[src/rtl/alu_pkg.sv]
// Shared ALU definitions: divider FSM state encoding and the default datapath width.
package alu_pkg;

  localparam int unsigned ALU_WIDTH = 8;

  typedef enum logic [1:0] {
    IDLE,
    RUN,
    DONE
  } div_state_t;

endpackage

[src/rtl/sequential_divider_if.sv]
// Start/done handshake and result bus between the ALU control and the sequential divider.
//   start, dividend, divisor            : request side (driven by the ALU control)
//   busy, done, quotient, remainder,
//   div_by_zero                         : response side (driven by the divider)
interface sequential_divider_if #(
  parameter int unsigned N = alu_pkg::ALU_WIDTH
) ();

  logic         start;
  logic [N-1:0] dividend;
  logic [N-1:0] divisor;
  logic         busy;
  logic         done;
  logic [N-1:0] quotient;
  logic [N-1:0] remainder;
  logic         div_by_zero;

  modport master (
    output start, dividend, divisor,
    input  busy, done, quotient, remainder, div_by_zero
  );

  modport slave (
    input  start, dividend, divisor,
    output busy, done, quotient, remainder, div_by_zero
  );

endinterface

[src/rtl/arithmetic_unit.sv]
// Combinational add/subtract unit.
//   a, b : operands
//   sub  : 1 selects a - b (two's complement), 0 selects a + b
//   y    : result
//   cout : carry out (for subtraction, 1 means no borrow)
module arithmetic_unit #(
  parameter int unsigned N = 8
) (
  input  logic [N-1:0] a,
  input  logic [N-1:0] b,
  input  logic         sub,
  output logic [N-1:0] y,
  output logic         cout
);

  logic [N-1:0] b_eff;

  assign b_eff     = sub ? ~b : b;
  assign {cout, y} = {1'b0, a} + {1'b0, b_eff} + {{N{1'b0}}, sub};

endmodule

[src/rtl/sequential_divider.sv]
// Multi-cycle unsigned restoring divider, one quotient bit per clock.
//   clk : clock, rising edge
//   rst : asynchronous active-high reset
//   bus : slave side of sequential_divider_if
//         start/dividend/divisor in; busy/done/quotient/remainder/div_by_zero out
// A nonzero division spends N cycles in RUN followed by one DONE cycle; a zero
// divisor goes straight to DONE. Requires N >= 2.
module sequential_divider
  import alu_pkg::*;
#(
  parameter int unsigned N = ALU_WIDTH
) (
  input  logic                 clk,
  input  logic                 rst,
  sequential_divider_if.slave  bus
);

  localparam int unsigned CW = $clog2(N);

  div_state_t   state_q, state_d;
  logic [CW-1:0] cnt_q, cnt_d;
  logic [N:0]   pr_q, pr_d;      // partial remainder, one bit wider for the trial subtract
  logic [N-1:0] dvd_q, dvd_d;    // dividend bits shift out the top, quotient bits shift in below
  logic [N-1:0] dvs_q, dvs_d;
  logic [N-1:0] quo_q, quo_d;
  logic [N-1:0] rem_q, rem_d;
  logic         dbz_q, dbz_d;

  logic [N:0]   pr_shift;
  logic [N:0]   diff;
  logic         qbit;
  logic         accept;
  logic         unused_cout;

  assign accept   = bus.start && ((state_q == IDLE) || (state_q == DONE));
  assign pr_shift = {pr_q[N-1:0], dvd_q[N-1]};
  // Negative difference (MSB set) means the divisor did not fit: restore.
  assign qbit     = ~diff[N];

  arithmetic_unit #(
    .N (N + 1)
  ) u_trial_sub (
    .a    (pr_shift),
    .b    ({1'b0, dvs_q}),
    .sub  (1'b1),
    .y    (diff),
    .cout (unused_cout)
  );

  // State register
  always_ff @(posedge clk or posedge rst) begin
    if (rst) begin
      state_q <= IDLE;
    end else begin
      state_q <= state_d;
    end
  end

  // Next-state logic
  always_comb begin
    state_d = state_q;
    unique case (state_q)
      IDLE: begin
        if (bus.start) state_d = (bus.divisor == '0) ? DONE : RUN;
      end
      RUN: begin
        if (cnt_q == '0) state_d = DONE;
      end
      DONE: begin
        if (bus.start) state_d = (bus.divisor == '0) ? DONE : RUN;
        else           state_d = IDLE;
      end
      default: state_d = IDLE;
    endcase
  end

  // Output logic
  always_comb begin
    bus.busy        = (state_q == RUN);
    bus.done        = (state_q == DONE);
    bus.quotient    = quo_q;
    bus.remainder   = rem_q;
    bus.div_by_zero = dbz_q;
  end

  // Datapath next state
  always_comb begin
    cnt_d = cnt_q;
    pr_d  = pr_q;
    dvd_d = dvd_q;
    dvs_d = dvs_q;
    quo_d = quo_q;
    rem_d = rem_q;
    dbz_d = dbz_q;
    if (accept) begin
      dvd_d = bus.dividend;
      dvs_d = bus.divisor;
      pr_d  = '0;
      dbz_d = 1'b0;
      cnt_d = CW'(N - 1);
      if (bus.divisor == '0) begin
        quo_d = '1;
        rem_d = bus.dividend;
        dbz_d = 1'b1;
      end
    end else if (state_q == RUN) begin
      pr_d  = qbit ? diff : pr_shift;
      dvd_d = {dvd_q[N-2:0], qbit};
      cnt_d = cnt_q - CW'(1);
      // Published results only change on completion, so they hold through RUN.
      if (cnt_q == '0) begin
        quo_d = {dvd_q[N-2:0], qbit};
        rem_d = pr_d[N-1:0];
      end
    end
  end

  always_ff @(posedge clk or posedge rst) begin
    if (rst) begin
      cnt_q <= '0;
      pr_q  <= '0;
      dvd_q <= '0;
      dvs_q <= '0;
      quo_q <= '0;
      rem_q <= '0;
      dbz_q <= 1'b0;
    end else begin
      cnt_q <= cnt_d;
      pr_q  <= pr_d;
      dvd_q <= dvd_d;
      dvs_q <= dvs_d;
      quo_q <= quo_d;
      rem_q <= rem_d;
      dbz_q <= dbz_d;
    end
  end

endmodule
[src/flat_wrapper.sv]
// flat-port wrapper written by rule: the top's interface ports become plain ports
module sequential_divider_flat import alu_pkg::*;
#(
  parameter int unsigned N = ALU_WIDTH
)
  (clk, rst, bus_start, bus_dividend, bus_divisor, bus_busy, bus_done, bus_quotient, bus_remainder, bus_div_by_zero);
  sequential_divider_if #(.N(N)) bus_i ();
  input  logic clk;
  input  logic rst;
  input wire logic [$bits(bus_i.start)-1:0] bus_start;
  input wire logic [$bits(bus_i.dividend)-1:0] bus_dividend;
  input wire logic [$bits(bus_i.divisor)-1:0] bus_divisor;
  output wire logic [$bits(bus_i.busy)-1:0] bus_busy;
  output wire logic [$bits(bus_i.done)-1:0] bus_done;
  output wire logic [$bits(bus_i.quotient)-1:0] bus_quotient;
  output wire logic [$bits(bus_i.remainder)-1:0] bus_remainder;
  output wire logic [$bits(bus_i.div_by_zero)-1:0] bus_div_by_zero;
  assign bus_i.start = bus_start;
  assign bus_i.dividend = bus_dividend;
  assign bus_i.divisor = bus_divisor;
  assign bus_busy = bus_i.busy;
  assign bus_done = bus_i.done;
  assign bus_quotient = bus_i.quotient;
  assign bus_remainder = bus_i.remainder;
  assign bus_div_by_zero = bus_i.div_by_zero;
  sequential_divider #(.N(N)) u_core (.clk(clk), .rst(rst), .bus(bus_i));
endmodule
[config.mk]
export PLATFORM = sky130hd
export DESIGN_NAME = sequential_divider_flat
export DESIGN_NICKNAME = d
export VERILOG_FILES = /design/src/rtl/alu_pkg.sv /design/src/rtl/sequential_divider_if.sv /design/src/rtl/arithmetic_unit.sv /design/src/rtl/sequential_divider.sv /design/src/flat_wrapper.sv
export SDC_FILE = /design/constraint.sdc
export NUM_CORES = 1
export LEC_CHECK = 0
export CAP_MARGIN = 30
export CORE_MARGIN = 5
export CORE_UTILIZATION = 58
export DETAILED_ROUTE_END_ITERATION = 7
export PLACE_DENSITY = 0.85
export SLEW_MARGIN = 30
export SYNTH_ARGS = -nofsm -noshare
export SYNTH_HDL_FRONTEND = slang
export SYNTH_SLANG_ARGS = --single-unit
[constraint.sdc]
create_clock -name clk -period 5.7 [get_ports clk]
set_clock_uncertainty 0.2 [all_clocks]
set_input_delay 0.855 -clock clk [delete_from_list [all_inputs] [get_ports clk]]
set_output_delay 0.855 -clock clk [all_outputs]
set_load 0.05 [all_outputs]
After elaboration in Yosys (flattened, before gate mapping)
Index checks and enable logic that the tools add are counted.
- logic and storage cells: 48
- bits in registers: 46
- output and inout bits: 19
- bits of input ports: 19
- reductions and logical operators: 9
- add/sub/neg operators: 3
- mux-type cells: 21
- eq/ne operators: 5
- bitwise operators: 2
- operators by type and width (kind ; count):
    two-way mux 8 bit ; 13
    adder 9 x 1 -> 9 bit (second input constant) ; 1
    adder 9 bit ; 1
    NOT 8 -> 9 bit ; 1
    zero test 8 bit ; 1
    two-way mux 2 bit ; 4
    two-way mux 3 bit ; 2
    one-hot mux 2 bit (3 select lines) ; 1
    != test 2 bit (second input constant) ; 2
    nonzero test 2 bit ; 2
    zero test 3 bit ; 1
    AND reduction 3 bit ; 1
    subtractor 3 x 1 -> 3 bit (second input constant) ; 1
    equality test 2 x 1 -> 1 bit (second input constant) ; 1
    equality test 2 bit (second input constant) ; 1
    zero test 2 bit ; 1
    != test 2 x 1 -> 1 bit (second input constant) ; 1
    AND reduction 2 bit ; 1
    logical AND 1 bit ; 1
    logical OR 1 bit ; 1
    two-way mux 1 bit ; 1
    NOT 1 bit ; 1

Longest topological paths before layout
Gate-level depths: netlist (run 1).
- depth after elaboration: 7
- depth in mapped cells: 10
- gate-level depth less buffers: 9

By module
From an unflattened synthesis (run 1), not the netlist that was laid out.
- cells, all modules: 239
- area total of the unflattened synthesis: 2492.4 µm²
- by module, submodules not included (module ; seq. area each (µm²) ; cells each ; area an instance (µm²) ; instances):
    sequential_divider ; 1151.1 ; 178 ; 2000.7 ; 1
    arithmetic_unit ; 0.0 ; 61 ; 491.7 ; 1

Worst setup path before layout (run 1)
No wires, ideal clock.
- path kind: reg-to-reg
- start point: reg u_core.dvd_q[7]
- end point: reg u_core.pr_q[5]
- library setup time: 0.077 ns
- period minus slack after synthesis: 2.447 ns
- arrival time: 2.170 ns
- required time: 5.423 ns
- stages on the path, launching flop included: 11
- buffers on the path: 1
- slack: 3.253 ns
- path through: dfrtp_1 > inv_1 > ha_1 > inv_1 > fa_1 > a211oi_2 > o211a_1 > o211a_1 > buf_6 > mux2_4 > a21oi_2
- cells in the longest elaborated chain, start to end: 5
- ends and longest elaborated chain (element ; line ; text):
    start, declared ; sequential_divider.sv:23 ; logic [N-1:0] dvd_q, dvd_d;
    start signal, assigned ; sequential_divider.sv:130 ; dvd_q <= dvd_d;
    adder 9 bit ; arithmetic_unit.sv:19 ; assign {cout, y} = {1'b0, a} + {1'b0, b_eff} + {{N{1'b0}}, sub};
    adder 9 x 1 -> 9 bit ; arithmetic_unit.sv:19 ;
    two-way mux 8 bit ; sequential_divider.sv:107 ; pr_d = qbit ? diff : pr_shift;
    two-way mux 8 bit ; sequential_divider.sv:106 ; end else if (state_q == RUN) begin
    two-way mux 8 bit ; sequential_divider.sv:95 ; if (accept) begin
    end signal, assigned ; sequential_divider.sv:129 ; pr_q <= pr_d;
    end, declared ; sequential_divider.sv:22 ; logic [N:0] pr_q, pr_d;
Every way passes these cells. The select of a mux whose other input is x is not followed.
A chain may end at the register's enable or synchronous reset.

Worst setup path after layout (run 1)
- start point: reg u_core.state_q[0]
- end point: out bus_busy
- cells in the longest elaborated chain, start to end: 1
- ends and longest elaborated chain (element ; line ; text):
    start, declared ; sequential_divider.sv:20 ; div_state_t state_q, state_d;
    start signal, assigned ; sequential_divider.sv:55 ; state_q <= state_d;
    equality test 2 x 1 -> 1 bit ; sequential_divider.sv:79 ; bus.busy = (state_q == RUN);
    end, declared ; flat_wrapper.sv:13 ; output wire logic [$bits(bus_i.busy)-1:0] bus_busy;
Every way passes these cells.

==> summary.txt, run 1 <==
status: finished, final reports clean
full die area: 5720 sq um
total gr overflow: 0
Post-CTS Resized: 0
placer congestion estimate: 0.838
width of the die: 75.6 um
largest net degree at the start of global routing: 47
cell taking the most area after synthesis: dfrtp_1
FP Rows: 23
I/O pin total: 38
port buffer count: 37
post-layout minimum cycle time: 3500 ps
critical path type: flop to primary output
max cap viols: 0
wire per inst: 16.4 um
#FFs+latches synth: 46
syn_nets: 301
clk buf depth: 2
drt first-iter violations: 262
Final ANT Viol Nets: 0
vias in the first global route: 2077
Num Clock Sinks: 46
core area: 4090 sq um
post-route clock period utilization: 61.4%
Synth Flop Type: dfrtp_1
Least-Margin Pin Slew: 768 ps
synth warn: 0
Fin. Hold Viols: 0
Num CTS Buffers: 5
DRT Pass-1 Iters: 4
CP Capture Type: primary output
async set or reset register ratio after synthesis: 100%
Max Freq: 0.286 GHz
CTS tree: done
first-pass GRT wire length: 9920 um
Die Y: 75.6 um
Setup Fix Bufs, Post-CTS: 0
clock root buffer: clkbuf_8
Yosys cell types: 48
fin nets: 335
ANT cells: 0
Mapped Cells: 271
via count: 2147
synth cell count leaders: nand2_1, dfrtp_1, o21ai_0
Crit path arrival time: 2440 ps
overall global routing resource usage: 23.0%
Area contributors post-synth: dfrtp_1, nand2_1, o21ai_0, ha_1, a22oi_1
vias per cell: 6.03
area grow syn2layout: 20.0%
area share of the largest cell type after synthesis: 46.1%
setup TNS: 0 ps
most common cell in the netlist: nand2_1
RSZ-0062 raised after global routing: no
worst reg-to-reg setup slack: 2710 ps
Seq/Total Area, Yosys: 46.1%
CP required: 4640 ps
CTS H-tree depth: 2
final setup violation count: 0
Min Hold Slack: 280 ps
DRC Markers: 0
Syn Std Cell Area: 2500 sq um
post-DP HPWL: 4170 um
number of synthesized flops with an enable pin: 0
antenna violations before repair: 0
Syn Area/Cell: 9.22 sq um
hold_buf cts: 0
crit start category: flop
Worst-path clk slew: 90 ps
HP Class: flop to flop
Max Slew Vio Count: 0
Skew-Pair Late Insertion Delay: 310 ps
Initial Util: 61.1%
CP Max Fanout: 27
layout cell share with drive strength beyond 1: 6.54%
Worst slew margin: 48.8%
Routed WL: 5840 um
## cells in the final DEF, fill, tap and decap left out, types with 2 or more instances in the layout
| cell type | n |
|---|---|
| clkdlybuf4s50_1 | 37 |
| mux2i_1 | 6 |
| nand2b_1 | 2 |
| xor2_1 | 3 |
| nor3_1 | 2 |
| nand2_1 | 54 |
| o221ai_1 | 5 |
| clkbuf_8 | 5 |
| nor2b_1 | 4 |
| buf_4 | 3 |
| a22oi_1 | 9 |
| o21ai_0 | 36 |
| or4_1 | 2 |
| clkinv_1 | 2 |
| ha_1 | 10 |
| a211oi_1 | 2 |
| a211oi_2 | 2 |
| o211ai_1 | 4 |
| a21oi_1 | 12 |
| nor2_1 | 11 |
| a21o_1 | 4 |
| dfrtp_1 | 46 |
| o211a_1 | 2 |
| inv_1 | 16 |
## path summary, 6_finish.rpt
path	from	to	cells after the start
max	u_core.state_q[0]	bus_busy	3
min	u_core.cnt_q[0]	u_core.cnt_q[0]	1
max reg2reg	u_core.dvd_q[7]	u_core.bus.remainder[2]	9
min reg2reg	u_core.cnt_q[0]	u_core.cnt_q[0]	1
max in group asynchronous	rst	u_core.pr_q[3]	3
min in group asynchronous	rst	u_core.bus.quotient[2]	3
## through the flow
step,std cells,util (%),cell area [sq um],worst slack [ps]
6_report,356,73.4,3000,2200
5_1_grt,356,73.4,3000,2070
4_1_cts,356,73.4,3000,2220
3_5_place_dp,348,70.7,2890,2580
3_3_place_gp,348,70.7,2890,2600
2_1_floorplan,271,-,2500,3250
## kinds of logic after synthesis
kind of cell | share of synthesized area, %
compound gates | 23.1
simple gates | 14.8
flops | 46.1
buf+inv | 5.36
fa+ha+maj | 5.81
mux | 3.46
xor+xnor | 1.40
## registers in the layout (all words and copies together), names as in the netlist
signal / count
u_core.bus.quotient: 8
u_core.bus.remainder: 8
u_core.dvd_q: 8
u_core.dvs_q: 8
u_core.pr_q: 8
u_core.cnt_q: 3
u_core.state_q: 2
u_core.bus.div_by_zero: 1
## routing by layer
layer	track usage (%)	part of all wire, %	up-vias
li1	-	-	1021
met1	31.4	43	1027
met2	36.0	47	86
met3	5.67	7.8	13
met4	8.35	2.4	0
met5	0	0	-
## worst max-delay path, cell delays in order (launching register included)
cell and delay (ps):
dfrtp_1 430, nand2_1 210, clkinv_1 590, clkdlybuf4s50_1 910
## final cells by class
| type | instances | area [sq um] |
|---|---|---|
| clock buffers | 6 | 72.6 |
| clock inverters | 2 | 37.5 |
| well taps | 50 | 62.6 |
| multi-input cells | 194 | 1210 |
| inverters | 18 | 67.6 |
| flip-flops and latches | 46 | 1150 |
| fillers | 311 | 1090 |
| repair buffers | 40 | 393 |
Power of run 1 is not shown: default switching activity piles up to over one toggle a cycle in this logic, so the estimate is an artifact.
==> run 2: changes to the inputs <==
Settings changed: CORE_UTILIZATION 58 to 54, PLACE_DENSITY 0.85 to 0.8.
Clock period 5.7 ns to 3.4 ns, I/O delays scaled along.
==> summary.txt, run 2 (same netlist as run 1, synthesis figures left out) <==
Final ANT Viol Nets: 0
Initial Util: 56.6%
Max Freq: 0.337 GHz
Post-CTS Resized: 0
wire per inst: 16.6 um
CTS tree: done
Num Clock Sinks: 46
DRT Pass-1 Iters: 4
worst hold start: u_core.cnt_q[0]
Skew-Pair Late Insertion Delay: 300 ps
most frequent cells in the layout: nand2_1, dfrtp_1, clkdlybuf4s50_1, o21ai_0, inv_1
Setup Fix Bufs, Post-CTS: 0
Die Y: 78.0 um
Worst-path clk slew: 90 ps
I/O pin total: 38
ANT cells: 0
FP Rows: 24
Max Slew Vio Count: 0
final setup violation count: 0
layout cell share with drive strength beyond 1: 7.49%
first-pass GRT wire length: 10400 um
RSZ-0062 raised after global routing: no
clock root buffer: clkbuf_8
DRC Markers: 0
hold_buf cts: 0
post-route clock period utilization: 87.3%
antenna violations before repair: 0
CP Max Fanout: 13
cell area after layout: 2990 sq um
vias in the first global route: 2074
port buffer count: 37
leak pwr: 1.32 nW
total gr overflow: 0
Crit path arrival time: 2260 ps
placer congestion estimate: 0.812
Crit. Startpoint: u_core.state_q[0]
CP Capture Type: primary output
CTS H-tree depth: 2
worst vdd ir: 680 uV
post-layout minimum cycle time: 2970 ps
full die area: 6090 sq um
HP Class: flop to flop
max cap viols: 0
pwr dens: 1200 nW/um^2
DP Area: 2900 sq um
Design Power: 3.59 mW
overall global routing resource usage: 20.8%
worst reg-to-reg setup slack: 610 ps
via count: 2119
Least-Margin Pin Slew: 851 ps
Worst slew margin: 43.2%
largest net degree at the start of global routing: 47
area grow syn2layout: 19.6%
CP required: 2690 ps
drt first-iter violations: 188
fill cell count: 360
critical path type: flop to primary output
vias per cell: 5.90
commonest non-fill, non-tap cell in the layout: nand2_1
Fin. Hold Viols: 0
post-DP HPWL: 4190 um
core area: 4410 sq um
width of the die: 78.0 um
Routed WL: 5960 um
setup TNS: 0 ps
fin nets: 336
crit start category: flop
status: finished, final reports clean
Min Hold Slack: 287 ps
RR Startpoint: u_core.dvd_q[7]
Num CTS Buffers: 5
clk buf depth: 2
## run 2: cell count changes in the layout (fill, tap and decap cells not counted)
cell       before  now
clkbuf_1        1    0
buf_4           3    4
clkinv_1        2    1
clkinv_2        0    2
bufinv_16       1    0
clkinv_4        0    1
## run 2: area by class of cell
| type | instances | area, sq um | share of cell area [%] |
|---|---|---|---|
| clock buffers | 5 | 68.8 | 2.30 |
| clock inverters | 3 | 21.3 | 0.712 |
| inverters | 18 | 68.8 | 2.30 |
| multi-input cells | 194 | 1210 | 40.6 |
| flip-flops and latches | 46 | 1150 | 38.5 |
| well taps | 52 | 65.1 | 2.18 |
| repair buffers | 41 | 400 | 13.4 |
## run 2: through the flow
step                std cells  util, %  setup WS [ps]
global placement          351     65.6            715
CTS                       359     67.7            463
detailed placement        351     65.6            645
global route              359     67.7            304
finish                    359     67.7            432
floorplan                 271        -            953
## run 2: path summary, 6_finish.rpt
kind | cells after the start | end
max in group asynchronous | 2 | u_core.bus.remainder[5]
max | 3 | bus_busy
max reg2reg | 9 | u_core.bus.remainder[1]
min | 1 | u_core.cnt_q[0]
min in group asynchronous | 2 | u_core.dvd_q[1]
min reg2reg | 1 | u_core.cnt_q[0]
## run 2: report_power, final
part           leakage (nW)  internal (mW)  switching (mW)
sequential            0.530          0.803           0.164
clock                0.0441          0.145           0.197
combinational         0.747          0.893            1.39
## run 2: critical path: stages, from the launching register on
cell and delay [ps]:
dfrtp_1 430, nand2_1 270, clkinv_1 430, clkdlybuf4s50_1 840
## run 2: metal layers
layer  vias to the layer above  GRT usage (%)  wire (um)
met2                        72           32.1       2730
li1                       1026              -          -
met4                         0           3.89         70
met1                      1012           30.8       2820
met5                         -              0          0
met3                         9           4.00        341
Note: power is estimated with default switching activity, not from simulation.
==> run 3: changes to the inputs <==
Settings changed: CORE_UTILIZATION 54 to 40, PLACE_DENSITY 0.8 to default.
==> summary.txt, run 3 (same netlist as run 1, synthesis figures left out) <==
Max Slew Vio Count: 0
worst reg-to-reg setup slack: 560 ps
final setup violation count: 0
via count: 2110
drt first-iter violations: 97
hold_buf cts: 0
crit start category: flop
port buffer count: 37
sw frac: 48.5%
post-DP HPWL: 4480 um
first-pass GRT wire length: 10600 um
pwr dens: 1200 nW/um^2
Final ANT Viol Nets: 0
RSZ-0062 raised after global routing: no
Worst-path clk slew: 90 ps
Die Y: 89.0 um
cell area after layout: 3020 sq um
final core utilization: 50.5%
total gr overflow: 0
status: finished, final reports clean
commonest non-fill, non-tap cell in the layout: nand2_1
clock root buffer: clkbuf_8
full die area: 7930 sq um
CP Max Fanout: 8
Routed WL: 6360 um
leak pwr: 1.33 nW
layout cell share with drive strength beyond 1: 7.49%
overall global routing resource usage: 17.4%
HP Class: flop to flop
placer congestion estimate: 0.858
CP Capture Type: flop
largest net degree at the start of global routing: 47
wire per inst: 16.7 um
most frequent cells in the layout: nand2_1, dfrtp_1, clkdlybuf4s50_1, o21ai_0, inv_1
Fin. Hold Viols: 0
CTS H-tree depth: 2
Least-Margin Pin Slew: 844 ps
antenna violations before repair: 0
Num CTS Buffers: 5
Seq pwr share: 26.8%
setup TNS: 0 ps
worst vdd ir: 500 uV
DRT Pass-1 Iters: 4
critical path type: flop to flop
Comb power frac: 63.4%
clock power share: 9.8%
post-route clock period utilization: 83.4%
vias per cell: 5.52
area grow syn2layout: 21.0%
width of the die: 89.0 um
internal power: 1.86 mW
core area: 5990 sq um
Skew-Pair Late Insertion Delay: 300 ps
Setup Fix Bufs, Post-CTS: 0
Max Freq: 0.353 GHz
Crit path arrival time: 2810 ps
vias in the first global route: 2063
CTS tree: done
DRC Markers: 0
ANT cells: 0
fin nets: 336
I/O pin total: 38
switching power: 1.76 mW
CP required: 3370 ps
Worst slew margin: 43.7%
Num Clock Sinks: 46
Initial Util: 41.7%
dpl cells: 374
post-layout minimum cycle time: 2840 ps
Finished Layout Cells: 382
FP Rows: 28
clk buf depth: 2
max cap viols: 0
Post-CTS Resized: 0
DP Area: 2930 sq um
==> run 3: path summary, 6_finish.rpt <==
kind,start,to,cells after the start
min in group asynchronous,rst,u_core.bus.quotient[3],2
hold / removal,u_core.cnt_q[0],u_core.cnt_q[0],1
hold reg to reg,u_core.cnt_q[0],u_core.cnt_q[0],1
max in group asynchronous,rst,u_core.dvd_q[3],2
setup reg to reg,u_core.dvd_q[7],u_core.bus.remainder[3],9
setup / recovery,u_core.dvd_q[7],u_core.bus.remainder[3],9
==> run 3: power groups by stage <==
stage | clock network (mW) | registers (mW) | logic [mW]
floorplan | 0 | 1.18 | 1.55
detailed placement | 0 | 0.978 | 2.29
finish | 0.355 | 0.970 | 2.29
global route | 0.384 | 0.999 | 2.54
CTS | 0.362 | 0.970 | 2.30
global placement | 0 | 0.978 | 2.25
==> run 3: layout make-up <==
cell class / instances / area [sq um]
Tap cell: 75 / 93.8
Inverter: 18 / 70.1
Sequential cell: 46 / 1150
Clock buffer: 6 / 82.6
Clock inverter: 2 / 12.5
Timing Repair Buffer: 41 / 400
Multi-Input combinational cell: 194 / 1210
Fill cell: 569 / 2970
==> run 3: per-layer routing <==
metal	global-route usage [%]	share of wire, %	vias up
li1	-	-	1030
met1	25.7	50	1016
met2	25.6	43	57
met3	4.15	6.4	7
met4	4.87	1.2	0
met5	0	0	-
==> run 3: per-stage QoR <==
stage	hold slack (ps)	setup slack (ps)	total power [mW]
finish	274	563	3.62
global route	297	424	3.93
CTS	278	567	3.63
detailed placement	266	599	3.27
global placement	258	678	3.23
floorplan	240	953	2.73
==> run 3: worst max-delay path: stages, from the launching register on <==
cell and delay (ps):
dfrtp_1 370, inv_1 80, ha_1 170, inv_1 50, fa_1 410, a211oi_2 320
o211a_1 220, o211a_1 390, mux2i_1 330, o221ai_1 170
